==> config.mk <==
export PLATFORM = sky130hd
export DESIGN_NAME = sram_arbiter
export DESIGN_NICKNAME = d
export VERILOG_FILES = /design/src/rtl/sram_arbiter.sv
export SDC_FILE = /design/constraint.sdc
export NUM_CORES = 1
export LEC_CHECK = 0
export ABC_AREA = 1
export ABC_CLOCK_PERIOD_IN_PS = 1500
export BUFFER_PORTS_ARGS = -buffer_cell sky130_fd_sc_hd__buf_2
export CORE_ASPECT_RATIO = 0.7
export CORE_MARGIN = 2
export CORE_UTILIZATION = 48
export DETAILED_ROUTE_END_ITERATION = 12
export PLACE_DENSITY = 0.8
export SYNTH_ARGS = -nofsm -noshare
export SYNTH_HDL_FRONTEND = slang
export SYNTH_SLANG_ARGS = --single-unit
export TNS_END_PERCENT = 20
==> constraint.sdc <==
create_clock -name i_clk -period 1.5 [get_ports i_clk]
set_input_delay 0.3 -clock i_clk [delete_from_list [all_inputs] [get_ports i_clk]]
set_output_delay 0.3 -clock i_clk [all_outputs]
set_load 0.05 [all_outputs]
==> src/rtl/sram_arbiter.sv <==
// sram_arbiter: shares one asynchronous SRAM between the Z80 bus and a DMA
// requester with round-robin grant and a setup/strobe/turnaround sequence.
`timescale 1ns/1ps
module sram_arbiter #(
  parameter int ADDR_W   = 19,
  parameter int RAM_WAIT = 1
) (
  input  logic              i_clk,
  input  logic              i_reset_n,
  input  logic              i_cpu_cs_n,
  input  logic              i_cpu_rd_n,
  input  logic              i_cpu_wr_n,
  input  logic [ADDR_W-1:0] i_cpu_addr,
  input  logic [7:0]        i_cpu_data,
  output logic [7:0]        o_cpu_data,
  output logic              o_cpu_wait_n,
  input  logic              i_dma_req,
  input  logic              i_dma_we,
  input  logic [ADDR_W-1:0] i_dma_addr,
  input  logic [7:0]        i_dma_data,
  output logic [7:0]        o_dma_data,
  output logic              o_dma_ack,
  output logic              o_ram_cs_n,
  output logic              o_ram_wr_n,
  output logic [ADDR_W-1:0] o_ram_addr,
  output logic [7:0]        o_ram_data,
  input  logic [7:0]        i_ram_data
);

  localparam logic [1:0] S_IDLE   = 2'd0;
  localparam logic [1:0] S_SETUP  = 2'd1;
  localparam logic [1:0] S_STROBE = 2'd2;
  localparam logic [2:0] LP_WAIT  = 3'(RAM_WAIT);

  logic [1:0]        r_state;
  logic [2:0]        r_cnt;
  logic              r_cpu_done;
  logic              r_last_dma;
  logic              r_gnt_dma;
  logic              r_we;
  logic              r_dma_ack;
  logic [ADDR_W-1:0] r_addr;
  logic [7:0]        r_wdata;
  logic [7:0]        r_cpu_rdata;
  logic [7:0]        r_dma_rdata;

  logic w_cpu_req;
  logic w_cpu_pend;
  logic w_dma_pend;
  logic w_pick_dma;
  logic w_start;
  logic w_last;
  logic w_active;

  assign w_cpu_req  = ~i_cpu_cs_n & (~i_cpu_rd_n | ~i_cpu_wr_n);
  assign w_cpu_pend = w_cpu_req & ~r_cpu_done;
  // The ack cycle masks the DMA request so a held req is not re-served.
  assign w_dma_pend = i_dma_req & ~r_dma_ack;
  assign w_pick_dma = w_dma_pend & (~w_cpu_pend | ~r_last_dma);
  assign w_start    = (r_state == S_IDLE) & (w_cpu_pend | w_dma_pend);
  assign w_last     = (r_state == S_STROBE) & (r_cnt == LP_WAIT);
  assign w_active   = (r_state == S_SETUP) | (r_state == S_STROBE);

  assign o_cpu_wait_n = ~w_cpu_pend;
  assign o_ram_cs_n   = ~w_active;
  assign o_ram_wr_n   = ~((r_state == S_STROBE) & r_we);
  assign o_ram_addr   = r_addr;
  assign o_ram_data   = r_wdata;
  assign o_cpu_data   = r_cpu_rdata;
  assign o_dma_data   = r_dma_rdata;
  assign o_dma_ack    = r_dma_ack;

  always_ff @(posedge i_clk or negedge i_reset_n) begin
    if (!i_reset_n) begin
      r_state <= S_IDLE;
      r_cnt   <= '0;
    end else begin
      case (r_state)
        S_IDLE: begin
          if (w_start) r_state <= S_SETUP;
        end
        S_SETUP: begin
          r_state <= S_STROBE;
          r_cnt   <= '0;
        end
        S_STROBE: begin
          if (w_last) begin
            r_state <= S_IDLE;
            r_cnt   <= '0;
          end else begin
            r_cnt <= r_cnt + 3'd1;
          end
        end
        default: begin
          r_state <= S_IDLE;
          r_cnt   <= '0;
        end
      endcase
    end
  end

  always_ff @(posedge i_clk or negedge i_reset_n) begin
    if (!i_reset_n) begin
      r_cpu_done  <= 1'b0;
      r_last_dma  <= 1'b1;
      r_gnt_dma   <= 1'b0;
      r_we        <= 1'b0;
      r_dma_ack   <= 1'b0;
      r_addr      <= '0;
      r_wdata     <= '0;
      r_cpu_rdata <= '0;
      r_dma_rdata <= '0;
    end else begin
      r_dma_ack <= w_last & r_gnt_dma;
      if (w_start) begin
        r_gnt_dma  <= w_pick_dma;
        r_last_dma <= w_pick_dma;
        r_addr     <= w_pick_dma ? i_dma_addr : i_cpu_addr;
        r_wdata    <= w_pick_dma ? i_dma_data : i_cpu_data;
        r_we       <= w_pick_dma ? i_dma_we : ~i_cpu_wr_n;
      end
      // A CPU that let go of cs_n mid-access must not leave done stuck.
      if (w_last & ~r_gnt_dma) begin
        r_cpu_done <= w_cpu_req;
      end else if (!w_cpu_req) begin
        r_cpu_done <= 1'b0;
      end
      if (w_last & ~r_we) begin
        if (r_gnt_dma) r_dma_rdata <= i_ram_data;
        else r_cpu_rdata <= i_ram_data;
      end
    end
  end

endmodule

==> impl_metrics.py <==
metrics = {
    "global_routing": {
        "via_count_of_the_first_global_routing_pass": 2390,
        "grt_max_degree": 29,
        "grt-busiest-layer": "met2",
        "globalRouteTotalUtil": 0.214,
        "grt_antenna_before_repair": 0,
        "gr-usage-met3": 0.0407,
        "globalRoute.totalOverflow": 0,
        "grt_use_met2": 0.365,
        "grt_first_pass_wirelength_um": 10600,
        "globalRouteMet1Util": 0.292,
    },
    "timing": {
        "rsz0062_at_grt": "true",
        "finalWorstPathRequiredPeriod_ns": 1.54,
        "max_slew_margin": 0.712,
        "final.setup.worst_slack_ns": -0.0444,
        "final.period_utilization": 1.03,
        "number_of_slew_limit_violations_in_the_final_report": 0,
        "timing.final.setup_violations": 2,
        "max_clock_freq_ghz": 0.647,
        "fin_worst_skew_ns": 0.00682,
        "timing_hold_violations_final": 0,
        "fin_tns_setup_ns": -0.0461,
        "worst-slew-pin-transition_ns": 0.433,
    },
    "routing": {
        "total_detailed_routing_wirelength_um": 6620,
        "drt_first_pass_iters": 4,
        "post_drt_via_cell_ratio": 4.74,
        "drtIter0Drc": 121,
        "detailroute.via_count": 2613,
        "route.detailed.wl_per_inst_um": 12.0,
        "number_of_antenna_violating_nets_in_the_routed_design": 0,
        "detail_route.drc_violations": 0,
    },
    "clock_tree": {
        "clock_sinks": 53,
        "worst_skew_late_latency_ns": 0.31,
        "path_clk_slew_ns": 0.10,
        "clock_tree.htree_level_count": 2,
        "numCtsBuffers": 5,
        "clk_root_buffer_cell": "clkbuf_8",
        "cts_tree": "built",
        "clk_path_buf_depth": 2,
    },
    "worst_setup_path": {
        "critical_path.endpoint_type": "output pin",
        "crit_chain": "inv_2, ha_4, inv_2, buf_8",
        "arrival_ns": 1.24,
        "critPathSlowestCell": "dfrtp_1",
        "crit_path_frequent_cell": "inv_2",
        "crit_required_ns": 1.20,
        "worst_path_dominant_cell_family": "flip-flops",
        "critical-path-max-stage-delay_ns": 0.42,
        "cp-start-kind": "flop",
        "largest_fanout_on_the_critical_path": 2,
        "timing_worst_setup_path_type": "flop to output pin",
        "timing.critical_path.buf_inv": 3,
    },
    "pwr": {
        "netSwitchingPower_mw": 4.30,
        "clock_power_share": 0.104,
        "total_power_mw": 7.96,
        "power.combinational.fraction": 0.586,
        "p_seq_frac": 0.310,
        "total_leakage_power_nw": 2.21,
        "max-vdd-ir-drop_mv": 1.31,
        "power_per_cell_area_nw_per_um2": 2220,
        "internal_power_mw": 3.66,
        "power_switching_share": 0.540,
    },
    "placement": {
        "gp_congestion": 0.821,
        "place.detailed.hpwl_um": 5000,
        "dp_worst_setup_slack_ns": -0.0980,
        "place.port_buffers": 115,
    },
    "yosys": {
        "most_area_consuming_cells_after_synthesis": "dfrtp_1 (48%), nand2_1 (16%), nand3_1 (11%), inv_1 (10%), o21ai_0 (3.7%)",
        "synth_warn": 0,
        "post_synth.cell_area_avg_sq_um": 7.61,
        "number_of_synthesized_flops_with_an_enable_pin": 0,
        "synth.distinct_cells": 23,
        "synthTopCellsByCount": "nand2_1 (115), inv_1 (74), nand3_1 (57)",
        "ys_ff_latch": 53,
        "total_nets_after_synthesis": 431,
        "synth_async_sr_flop_share": 1.00,
        "syn-instance-count": 357,
        "synth_area_leader": "dfrtp_1",
        "post-synth-top-area-fraction": 0.479,
        "yosysMostFrequentCell": "nand2_1",
        "synth-seq-area-share": 0.489,
        "synth-main-ff-cell": "dfrtp_1",
        "synth_area_sq_um": 2720,
    },
    "layout": {
        "final-seq-area_sq_um": 1330,
        "drive_above_1_share": 0.328,
        "final_net_count": 552,
        "area_occupied_by_multi_input_gates_sq_um": 1040,
        "layout-area-overhead-vs-synth_pct": 31.9,
        "antennaDiodeCount": 0,
        "finish.utilization": 0.671,
        "fillerInstances": 462,
    },
    "die": {
        "die_boundary_height_um": 66.9,
        "die_area_sq_um": 6290,
        "chipWidth_um": 93.9,
        "effective_utilization_at_floorplan": 0.509,
        "area_of_the_core_sq_um": 5340,
        "row_count": 22,
        "pin_count": 116,
    },
    "min_path": {
        "hp-class": "input port to flop",
    },
    "status": {
        "outcome": "finished, violations left",
        "failed_checks": "negative setup slack",
    },
    "run": {
        "max_cap_violations": 0,
    },
}
## path summary, 6_finish.rpt
| check | start | to | slack [ns] | depth (start not counted) |
|---|---|---|---|---|
| setup / recovery | r_state[1]$_DFFE_PN0P_ | o_ram_cs_n | -0.04 | 4 |
| hold / removal | i_ram_data[7] | o_cpu_data[7]$_DFFE_PN0P_ | 0.26 | 3 |
| setup reg to reg | r_state[0]$_DFFE_PN0P_ | o_dma_data[4]$_DFFE_PN0P_ | 0.14 | 7 |
| hold reg to reg | o_ram_data[1]$_DFFE_PN0P_ | o_ram_data[1]$_DFFE_PN0P_ | 0.48 | 2 |
| max in group asynchronous | i_reset_n | o_cpu_data[3]$_DFFE_PN0P_ | 0.46 | 3 |
| min in group asynchronous | i_reset_n | o_dma_data[1]$_DFFE_PN0P_ | 0.51 | 2 |
## per-layer routing
layer / vias to the layer above / wire length [um]
met2: 86 / 3040
met4: 0 / 9
met1: 1210 / 3060
li1: 1315 / -
met3: 2 / 508
met5: - / 0
## layout make-up
cell class | count | area share
Clock buffer | 5 | 0.0192
Clock inverter | 3 | 0.00733
Inverter | 76 | 0.0796
Multi-Input combinational cell | 212 | 0.291
Sequential cell | 53 | 0.370
Tap cell | 72 | 0.0251
Timing Repair Buffer | 130 | 0.208
## sequential cells by signal, indices dropped and copies added, names as in the netlist
signal	flops
o_ram_addr	19
o_cpu_data	8
o_dma_data	8
o_ram_data	8
r_cnt	3
r_state	2
o_dma_ack	1
r_cpu_done	1
r_gnt_dma	1
r_last_dma	1
r_we	1
## power by group through the flow
stage / sequential [mW] / clock, mW / combinational, mW
floorplan: 4.38 / 0 / 1.41
global placement: 2.45 / 0 / 4.42
detailed placement: 2.45 / 0 / 4.49
CTS: 2.44 / 0.849 / 4.68
global route: 2.53 / 0.919 / 5.00
finish: 2.47 / 0.829 / 4.66
## kinds of logic (layout without fill, tap and decap cells)
logic type               count (synthesis)  after routing  synth area share
XOR/XNOR                                 1              1           0.00322
adder cells (fa/ha/maj)                  5              5            0.0230
AND/OR/NAND/NOR                        184            184             0.296
AO/OA/AOI/OAI                           22             22            0.0424
buffers and inverters                   92            214             0.146
flip-flops                              53             53             0.489
## tightest hold or removal path: stages
cell	delay, ns
buf_2	0.10
inv_1	0.05
o21ai_0	0.08
## metrics by stage
| step | hold WS (ns) | area [sq um] | cells |
|---|---|---|---|
| floorplan | 0.00441 | 2720 | 357 |
| global placement | 0.266 | 3400 | 540 |
| detailed placement | 0.274 | 3400 | 540 |
| CTS | 0.251 | 3570 | 551 |
| global route | 0.249 | 3580 | 551 |
| finish | 0.257 | 3580 | 551 |
## cells in the final DEF (no fill, tap or decap), types with 4 or more instances in the layout
cell type,instances
nand2_2,4
inv_2,5
dfrtp_1,52
clkbuf_8,5
buf_2,113
o21ai_0,20
nand2_1,112
inv_1,71
nand3_1,57
buf_4,11
## repair_timing
| item | CTS | global route |
|---|---|---|
| endpoints found under the hold margin | 16 | 0 |
| setup endpoints to repair | 18 | 18 |
| pin swaps | 1 | 0 |
| setup buffers | 2 | 0 |
| gates cloned | 0 | 0 |
| hold buffers | 1 | 0 |
| gates resized for setup | 14 | 4 |
No activity file was read; power rests on OpenSTA's default activity.
